<file path="src/rtl/uc_pkg.sv">
// ----------------------------------------------------------------------------
// uc_pkg
// Shared definitions for the unidad_control main decoder:
//   - RV32I-subset opcode constants
//   - writeback (reg_sel), immediate format (ext_sel), ALU operand source
//     (alu_src) and ALU operation (alu_sel) encodings
//   - ALU decode class used between the top decoder and uc_alu_decode
//   - ctrl_t: the full bundle of datapath controls, zero == NOP
// ----------------------------------------------------------------------------
package uc_pkg;

  // Opcodes (instr[6:0])
  localparam logic [6:0] OP_LOAD   = 7'b0000011;
  localparam logic [6:0] OP_STORE  = 7'b0100011;
  localparam logic [6:0] OP_R      = 7'b0110011;
  localparam logic [6:0] OP_IMM    = 7'b0010011;
  localparam logic [6:0] OP_BRANCH = 7'b1100011;
  localparam logic [6:0] OP_JAL    = 7'b1101111;
  localparam logic [6:0] OP_JALR   = 7'b1100111;
  localparam logic [6:0] OP_LUI    = 7'b0110111;

  // funct7 values that matter
  localparam logic [6:0] F7_BASE = 7'b0000000;
  localparam logic [6:0] F7_ALT  = 7'b0100000;

  // Writeback source
  localparam logic [1:0] RS_ALU  = 2'b00;
  localparam logic [1:0] RS_DMEM = 2'b01;
  localparam logic [1:0] RS_PC4  = 2'b10;
  localparam logic [1:0] RS_IMM  = 2'b11;

  // Immediate format
  localparam logic [3:0] EXT_NONE = 4'b0000;
  localparam logic [3:0] EXT_I    = 4'b0001;
  localparam logic [3:0] EXT_S    = 4'b0010;
  localparam logic [3:0] EXT_B    = 4'b0011;
  localparam logic [3:0] EXT_U    = 4'b0100;
  localparam logic [3:0] EXT_J    = 4'b0101;

  // ALU operand select: bit0 picks B (rs2/imm), bit1 picks A (rs1/PC)
  localparam logic [1:0] SRC_REG = 2'b00;
  localparam logic [1:0] SRC_IMM = 2'b01;

  // ALU operation
  localparam logic [3:0] ALU_ADD  = 4'h0;
  localparam logic [3:0] ALU_SUB  = 4'h1;
  localparam logic [3:0] ALU_AND  = 4'h2;
  localparam logic [3:0] ALU_OR   = 4'h3;
  localparam logic [3:0] ALU_XOR  = 4'h4;
  localparam logic [3:0] ALU_SLL  = 4'h5;
  localparam logic [3:0] ALU_SRL  = 4'h6;
  localparam logic [3:0] ALU_SRA  = 4'h7;
  localparam logic [3:0] ALU_SLT  = 4'h8;
  localparam logic [3:0] ALU_SLTU = 4'h9;
  localparam logic [3:0] ALU_EQ   = 4'hA;
  localparam logic [3:0] ALU_NE   = 4'hB;

  // How uc_alu_decode should interpret funct3/funct7
  typedef enum logic [1:0] {
    CLS_NONE   = 2'd0,  // fixed ADD (address / link computations)
    CLS_R      = 2'd1,  // register-register ALU
    CLS_I      = 2'd2,  // register-immediate ALU
    CLS_BRANCH = 2'd3   // compare for branch
  } alu_class_e;

  typedef struct packed {
    logic       jal_sel;
    logic       j_sel;
    logic [1:0] reg_sel;
    logic       ws_en;
    logic       w_en;
    logic [3:0] ext_sel;
    logic [1:0] alu_src;
    logic [3:0] alu_sel;
    logic       width;
  } ctrl_t;

  localparam ctrl_t CTRL_NOP = '0;

  // funct3 -> ALU op for the arithmetic group with funct7 = 0000000.
  function automatic logic [3:0] base_alu_op(input logic [2:0] f3);
    logic [3:0] op;
    case (f3)
      3'b000:  op = ALU_ADD;
      3'b001:  op = ALU_SLL;
      3'b010:  op = ALU_SLT;
      3'b011:  op = ALU_SLTU;
      3'b100:  op = ALU_XOR;
      3'b101:  op = ALU_SRL;
      3'b110:  op = ALU_OR;
      default: op = ALU_AND;
    endcase
    return op;
  endfunction

endpackage

</file>
<file path="src/rtl/uc_alu_decode.sv">
// ----------------------------------------------------------------------------
// uc_alu_decode
// Combinational ALU-operation decode. Given the instruction class chosen by
// the main decoder plus funct3/funct7, produces the ALU operation and whether
// the funct3/funct7 combination is a supported encoding for that class.
// Ports:
//   cls_i     in  alu_class_e  instruction class
//   funct3_i  in  3            instr[14:12]
//   funct7_i  in  7            instr[31:25]
//   alu_sel_o out 4            ALU operation
//   valid_o   out 1            encoding supported for this class
// ----------------------------------------------------------------------------
module uc_alu_decode
  import uc_pkg::*;
(
  input  alu_class_e  cls_i,
  input  logic [2:0]  funct3_i,
  input  logic [6:0]  funct7_i,
  output logic [3:0]  alu_sel_o,
  output logic        valid_o
);

  logic f7_base;
  logic f7_alt;
  logic is_shift;

  assign f7_base  = (funct7_i == F7_BASE);
  assign f7_alt   = (funct7_i == F7_ALT);
  // funct3 001/101 are the shift group; only these look at funct7 on OP-IMM
  assign is_shift = (funct3_i[1:0] == 2'b01);

  always_comb begin
    alu_sel_o = ALU_ADD;
    valid_o   = 1'b0;
    case (cls_i)
      CLS_NONE: begin
        alu_sel_o = ALU_ADD;
        valid_o   = 1'b1;
      end
      CLS_R: begin
        if (f7_base) begin
          alu_sel_o = base_alu_op(funct3_i);
          valid_o   = 1'b1;
        end else if (f7_alt) begin
          if (funct3_i == 3'b000) begin
            alu_sel_o = ALU_SUB;
            valid_o   = 1'b1;
          end else if (funct3_i == 3'b101) begin
            alu_sel_o = ALU_SRA;
            valid_o   = 1'b1;
          end
        end
      end
      CLS_I: begin
        if (!is_shift) begin
          // No SUBI: funct3 000 is always ADDI whatever funct7 holds
          alu_sel_o = base_alu_op(funct3_i);
          valid_o   = 1'b1;
        end else if (f7_base) begin
          alu_sel_o = base_alu_op(funct3_i);
          valid_o   = 1'b1;
        end else if (f7_alt && (funct3_i == 3'b101)) begin
          alu_sel_o = ALU_SRA;
          valid_o   = 1'b1;
        end
      end
      CLS_BRANCH: begin
        if (funct3_i == 3'b000) begin
          alu_sel_o = ALU_EQ;
          valid_o   = 1'b1;
        end else if (funct3_i == 3'b001) begin
          alu_sel_o = ALU_NE;
          valid_o   = 1'b1;
        end
      end
      default: begin
        alu_sel_o = ALU_ADD;
        valid_o   = 1'b0;
      end
    endcase
  end

endmodule

</file>
<file path="src/rtl/unidad_control.sv">
// ----------------------------------------------------------------------------
// unidad_control
// Main decoder of the single-issue RV32I-subset core. Decodes opcode/funct3/
// funct7 into datapath controls and registers them, so every output appears
// one cycle after its inputs (aligned with execute). rst_n low forces NOP
// (all outputs 0) immediately.
// Ports:
//   clk      in   1  clock, rising edge
//   rst_n    in   1  asynchronous active-low reset
//   opcode   in   7  instr[6:0]
//   funct3   in   3  instr[14:12]
//   funct7   in   7  instr[31:25]
//   jal_sel  out  1  PC target: 1 PC+imm, 0 ALU result (JALR)
//   j_sel    out  1  unconditional jump
//   reg_sel  out  2  writeback source: 00 ALU, 01 DMEM, 10 PC+4, 11 IMM
//   ws_en    out  1  data-memory write enable
//   w_en     out  1  register-file write enable
//   ext_sel  out  4  immediate format
//   alu_src  out  2  [0] B operand: rs2/imm, [1] A operand: rs1/PC
//   alu_sel  out  4  ALU operation
//   width    out  1  memory width: 1 word, 0 byte
//   illegal  out  1  only with UC_ILLEGAL_EN: encoding decoded as NOP
//                    (opcode 0 excluded)
// Configuration macro: UC_ILLEGAL_EN
// ----------------------------------------------------------------------------
module unidad_control
  import uc_pkg::*;
(
  input  logic       clk,
  input  logic       rst_n,
  input  logic [6:0] opcode,
  input  logic [2:0] funct3,
  input  logic [6:0] funct7,
  output logic       jal_sel,
  output logic       j_sel,
  output logic [1:0] reg_sel,
  output logic       ws_en,
  output logic       w_en,
  output logic [3:0] ext_sel,
  output logic [1:0] alu_src,
  output logic [3:0] alu_sel,
  output logic       width
`ifdef UC_ILLEGAL_EN
  ,
  output logic       illegal
`endif
);

  alu_class_e alu_cls;
  logic [3:0] alu_op;
  logic       alu_ok;
  ctrl_t      ctrl_dec;
  logic       dec_ok;
  ctrl_t      ctrl_d;
  ctrl_t      ctrl_q;

  // Class selection kept apart from the main case so the ALU decode sits
  // strictly between opcode and the main decode (no combinational feedback).
  always_comb begin
    case (opcode)
      OP_R:      alu_cls = CLS_R;
      OP_IMM:    alu_cls = CLS_I;
      OP_BRANCH: alu_cls = CLS_BRANCH;
      default:   alu_cls = CLS_NONE;
    endcase
  end

  uc_alu_decode u_alu_decode (
    .cls_i     (alu_cls),
    .funct3_i  (funct3),
    .funct7_i  (funct7),
    .alu_sel_o (alu_op),
    .valid_o   (alu_ok)
  );

  // Main decode. Fields are filled in freely; dec_ok gates the whole bundle
  // to NOP so partially-set fields of a rejected encoding never escape.
  always_comb begin
    ctrl_dec       = CTRL_NOP;
    dec_ok         = 1'b0;
    ctrl_dec.width = 1'b1;
    case (opcode)
      OP_LOAD: begin
        ctrl_dec.w_en    = 1'b1;
        ctrl_dec.reg_sel = RS_DMEM;
        ctrl_dec.ext_sel = EXT_I;
        ctrl_dec.alu_src = SRC_IMM;
        ctrl_dec.alu_sel = ALU_ADD;
        ctrl_dec.width   = (funct3 == 3'b010);
        dec_ok           = (funct3 == 3'b010) || (funct3 == 3'b100);
      end
      OP_STORE: begin
        ctrl_dec.ws_en   = 1'b1;
        ctrl_dec.ext_sel = EXT_S;
        ctrl_dec.alu_src = SRC_IMM;
        ctrl_dec.alu_sel = ALU_ADD;
        ctrl_dec.width   = (funct3 == 3'b010);
        dec_ok           = (funct3 == 3'b010) || (funct3 == 3'b000);
      end
      OP_R: begin
        ctrl_dec.w_en    = 1'b1;
        ctrl_dec.reg_sel = RS_ALU;
        ctrl_dec.alu_src = SRC_REG;
        ctrl_dec.alu_sel = alu_op;
        dec_ok           = alu_ok;
      end
      OP_IMM: begin
        ctrl_dec.w_en    = 1'b1;
        ctrl_dec.reg_sel = RS_ALU;
        ctrl_dec.ext_sel = EXT_I;
        ctrl_dec.alu_src = SRC_IMM;
        ctrl_dec.alu_sel = alu_op;
        dec_ok           = alu_ok;
      end
      OP_BRANCH: begin
        // Datapath branches when ext_sel==B and the compare result bit is 1
        ctrl_dec.jal_sel = 1'b1;
        ctrl_dec.ext_sel = EXT_B;
        ctrl_dec.alu_src = SRC_REG;
        ctrl_dec.alu_sel = alu_op;
        dec_ok           = alu_ok;
      end
      OP_JAL: begin
        ctrl_dec.j_sel   = 1'b1;
        ctrl_dec.jal_sel = 1'b1;
        ctrl_dec.w_en    = 1'b1;
        ctrl_dec.reg_sel = RS_PC4;
        ctrl_dec.ext_sel = EXT_J;
        dec_ok           = 1'b1;
      end
      OP_JALR: begin
        ctrl_dec.j_sel   = 1'b1;
        ctrl_dec.jal_sel = 1'b0;
        ctrl_dec.w_en    = 1'b1;
        ctrl_dec.reg_sel = RS_PC4;
        ctrl_dec.ext_sel = EXT_I;
        ctrl_dec.alu_src = SRC_IMM;
        ctrl_dec.alu_sel = ALU_ADD;
        dec_ok           = (funct3 == 3'b000);
      end
      OP_LUI: begin
        ctrl_dec.w_en    = 1'b1;
        ctrl_dec.reg_sel = RS_IMM;
        ctrl_dec.ext_sel = EXT_U;
        dec_ok           = 1'b1;
      end
      default: begin
        dec_ok = 1'b0;
      end
    endcase
  end

  assign ctrl_d = dec_ok ? ctrl_dec : CTRL_NOP;

  always_ff @(posedge clk or negedge rst_n) begin
    if (!rst_n) begin
      ctrl_q <= CTRL_NOP;
    end else begin
      ctrl_q <= ctrl_d;
    end
  end

  assign jal_sel = ctrl_q.jal_sel;
  assign j_sel   = ctrl_q.j_sel;
  assign reg_sel = ctrl_q.reg_sel;
  assign ws_en   = ctrl_q.ws_en;
  assign w_en    = ctrl_q.w_en;
  assign ext_sel = ctrl_q.ext_sel;
  assign alu_src = ctrl_q.alu_src;
  assign alu_sel = ctrl_q.alu_sel;
  assign width   = ctrl_q.width;

`ifdef UC_ILLEGAL_EN
  logic illegal_d;
  logic illegal_q;

  // Opcode 0 is the all-zero bubble, not an illegal instruction
  assign illegal_d = !dec_ok && (opcode != 7'd0);

  always_ff @(posedge clk or negedge rst_n) begin
    if (!rst_n) begin
      illegal_q <= 1'b0;
    end else begin
      illegal_q <= illegal_d;
    end
  end

  assign illegal = illegal_q;
`endif

endmodule

</file>
<file path="config.mk">
export PLATFORM = sky130hd
export DESIGN_NAME = unidad_control
export DESIGN_NICKNAME = d
export VERILOG_FILES = /design/src/rtl/uc_pkg.sv /design/src/rtl/uc_alu_decode.sv /design/src/rtl/unidad_control.sv
export SDC_FILE = /design/constraint.sdc
export NUM_CORES = 1
export LEC_CHECK = 0
export CORE_AREA = 3 3 66 68
export CTS_CLUSTER_SIZE = 14
export DETAILED_ROUTE_END_ITERATION = 8
export DIE_AREA = 0 0 69 71
export SKIP_LAST_GASP = 1
export SYNTH_ARGS = -nofsm -noshare
export SYNTH_HDL_FRONTEND = slang
export SYNTH_HIERARCHICAL = 1
export SYNTH_SLANG_ARGS = --single-unit
</file>
<file path="constraint.sdc">
create_clock -name clk -period 0.8 [get_ports clk]
set_clock_uncertainty 0.2 [all_clocks]
set_input_delay 0.16 -clock clk [delete_from_list [all_inputs] [get_ports clk]]
set_output_delay 0.16 -clock clk [all_outputs]
set_load 0.01 [all_outputs]
</file>
# Word-level counts from Yosys, hierarchy flattened
# Index checks and enable logic that the tools add are counted.
# word_totals
reg_bits	17
in_bits	19
out_inout_bits	17
wordCells	75
# op_classes
eq_ne	19
mux	32
reduce_logical	15
# ops
operator	count
7-bit by 6-bit equality test with 1-bit output, second input constant	4
4-bit two-way mux	7
4-bit case mux with 7 select lines	1
7-bit equality test, second input constant	3
17-bit two-way mux	1
4-bit case mux with 4 select lines	1
3-bit case mux with 5 select lines	1
5-bit case mux with 3 select lines	1
1-bit two-way mux	14
2-bit case mux with 3 select lines	2
2-bit OR reduction	5
3-bit equality test, second input constant	3
3-bit OR reduction	3
7-bit by 2-bit equality test with 1-bit output, second input constant	1
7-bit by 5-bit equality test with 1-bit output, second input constant	1
7-bit zero test	1
3-bit by 2-bit equality test with 1-bit output, second input constant	2
3-bit two-way mux	2
6-bit OR reduction	1
1-bit case mux with 5 select lines	1
2-bit by 1-bit equality test with 1-bit output, second input constant	2
2-bit equality test, second input constant	2
1-bit case mux with 4 select lines	1
3-bit by 1-bit equality test with 1-bit output, second input constant	1
other kinds (4)	5

# Logic depth before layout (Yosys ltp)
# depth
ltp_word	8
depth_mapped	11
depth_no_buf	10

# Hierarchy
# The synthesis kept the hierarchy.
# by_module_without_submodules
module	n_inst	cells_per_inst	area_per_inst_um2	seq_area_each_um2
unidad_control	1	81	862.1	375.4
uc_alu_decode	1	34	259.0	0.0

# Worst setup path before layout
# OpenSTA, ideal clock, no wires.
# synth_path
kind	input -> register
startpoint	in opcode[5]
endpoint	reg ctrl_q (netlist bit jal_sel)
setup_time_ns	0.081
arrival_time_ns	2.126
required_ns	0.519
setup_slack_ns	-1.607
path_stages	10
n_path_buf	1
path_cell_list	buf_4 > or3_1 > a21oi_1 > nand2_1 > nor3_1 > or3_1 > inv_1 > a211oi_2 > nor4_4 > nor3_2
# synth_rtl
item	line_no	source
start: declaration	unidad_control.sv:31	input logic [6:0] opcode,
end signal: assignment	unidad_control.sv:159	ctrl_q <= ctrl_d;
end: declaration	unidad_control.sv:55	ctrl_t ctrl_q;

==> out/summary.txt <==
diode count = 0
Async SR Flop Fraction = 1.00
I/O pins = 36
fin area = 1980 um2
total gr overflow = 0
Routed Antenna Nets = 0
Max Freq = 509 MHz
# hold bufs at CTS = 0
final core occ = 0.505
Core Area = 3910 um2
violated checks = setup timing
initial core utilization = 0.286
clk buf depth = 2
Required @ worst endpoint = 0.73 ns
largest net degree at the start of global routing = 16
wire length of the first global-routing pass = 5260 um
Setup CP Type = in -> reg
die width = 69 um
Tmin final = 1.97 ns
CP max stage delay = 0.39 ns
Buffers on Ports = 33
TritonCTS Sinks = 15
DR WL/cell = 13.0 um
Final Cycle Share = 2.46
Max Fanout on Critical Path = 6
top-count cell post-synth = dfrtp_1
unique cell type count in the Yosys netlist = 47
Final WS setup = -1.17 ns
fillers = 380
most used cell, CP = buf_6
Pleak = 0.000924 uW
cells after synthesis = 115
Routed WL = 3210 um
Worst Hold Class = in -> async
post-detail-place hpwl = 2370 um
max reg flops = 4
crit-path cells = buf_8 -> or3_4 -> a21oi_4 -> buf_6 -> nor4b_4 -> or3_1 -> inv_2 -> a211oi_4 -> nor4_4 -> buf_6 -> nor2_1
CP Capture Type = flip-flop
layout cells sized above 1 = 0.624
Area after DPL = 1760 um2
number of enable flip-flop cells after synthesis = 0
post-synthesis sequential area ratio = 0.335
vias per cell = 4.72
First DRT Iteration DRCs = 50
RSZ-0062 raised after global routing = true
type of origin of the critical path = input port
CTS Buf Count = 3
Slew Viols, Final = 0
final number of setup-violating endpoints = 30
pwr dens = 929 nW/um2
clock-pin slew of the registers on the worst-case setup and hold paths = 0.05 ns
vias after detailed routing = 1165
CTS tree = done
Arr. time, crit path = 1.89 ns
area leader, netlist = dfrtp_1
Max-Cap Viols = 0
vias in the first global route = 1197
die height = 71 um
Root Buffer = clkbuf_8
total power = 1840 uW
Area contributors post-synth = dfrtp_1, nor4_4, nor3_2
Area growth, synth to finish = 76.3%
initial antenna violation count = 0
Syn. warnings = 6
Yosys top cell area share = 0.335
Top FF cell, synth = dfrtp_1
Avg Cell Area, Syn = 9.75 um2
row count = 23
status = finished, violations left
final count of hold timing violations = 0
die area = 4900 um2
synth cell count leaders = dfrtp_1, nand2_1, nor2_1
GPL Wtd Cong = 0.841
drt drc = 0
final hold slack = 0.0675 ns
Max H-tree Level = 1
Peak VDD IR = 0.477 mV
fin nets = 217
GRT Overall Usage = 0.132
Post-Syn Area = 1120 um2
Worst path slowest cell = or3_4
Initial DRT Pass Iterations = 4
#FFs+latches synth = 15
stage by stage:
step	setup TNS, ns	std cells	worst slack [ns]
floorplan	-15.60	116	-1.37
global placement	-30.07	226	-1.79
detailed placement	-31.20	226	-1.89
CTS	-20.66	245	-1.27
global route	-21.08	247	-1.25
finish	-19.81	247	-1.17
cells in the final DEF, fill, tap and decap left out, types with 4 or more instances in the layout:
cell type        Yosys  layout
a21oi_1              7       6
buf_2                1      20
buf_4                3      38
buf_6                3      15
clkdlybuf4s15_2      0       4
dfrtp_1             15      15
dlygate4sd2_1        0       5
nand2_1              9       6
nor2_1               9       7
nor3_1               7       5
worst max-delay path by stage:
stage / cells after the start / slack [ns] / end / start
floorplan: 9 / -1.37 / ext_sel[0] / opcode[5]
CTS: 11 / -1.27 / width / opcode[5]
global route: 12 / -1.25 / w_en / opcode[4]
finish: 11 / -1.17 / w_en / opcode[5]
detailed placement: 12 / -1.89 / alu_src[0] / opcode[4]
global placement: 11 / -1.79 / width / opcode[4]
final cells by class:
type,count,area (um2),share of cell area
clock buffers,4,45.0,0.0228
flip-flops and latches,15,375,0.190
multi-input cells,86,773,0.391
well taps,50,62.6,0.0316
inverters,6,22.5,0.0114
repair buffers,86,698,0.353
kinds of logic (layout without fill, tap and decap cells):
group,after synthesis,in the layout,synth area share
DFF,15,15,0.335
AOI/OAI and AO/OA,27,27,0.199
other,1,2,0.00335
xor gates and xnor gates,3,3,0.0301
buffers and inverters,15,96,0.0915
and+or+nand+nor,54,54,0.342
where the power goes:
group | switching, uW | total, uW | internal [uW] | leakage, uW
combinational | 243 | 503 | 260 | 0.000692
sequential | 0.975 | 765 | 764 | 0.000209
clock | 218 | 569 | 351 | 0.0000228
repair_timing:
| action | in CTS | in global routing |
|---|---|---|
| pin swaps | 26 | 14 |
| setup endpoints to repair | 30 | 30 |
| setup buffers | 17 | 10 |
| hold endpoints to repair | 0 | 0 |
| resized for setup | 130 | 16 |
metal layers:
| layer | up-vias | global-route usage | wire, um |
|---|---|---|---|
| met4 | 0 | 0.0694 | 63 |
| met5 | - | 0 | 0 |
| met1 | 564 | 0.149 | 1270 |
| met2 | 26 | 0.240 | 1760 |
| li1 | 571 | - | - |
| met3 | 4 | 0.0199 | 123 |
critical path: cells and delay by family:
kind	cells	cell delay [ns]
buffers and inverters	4	0.50
AOI/OAI and AO/OA	2	0.25
and+or+nand+nor	5	0.99
No activity file was read; power rests on OpenSTA's default activity.
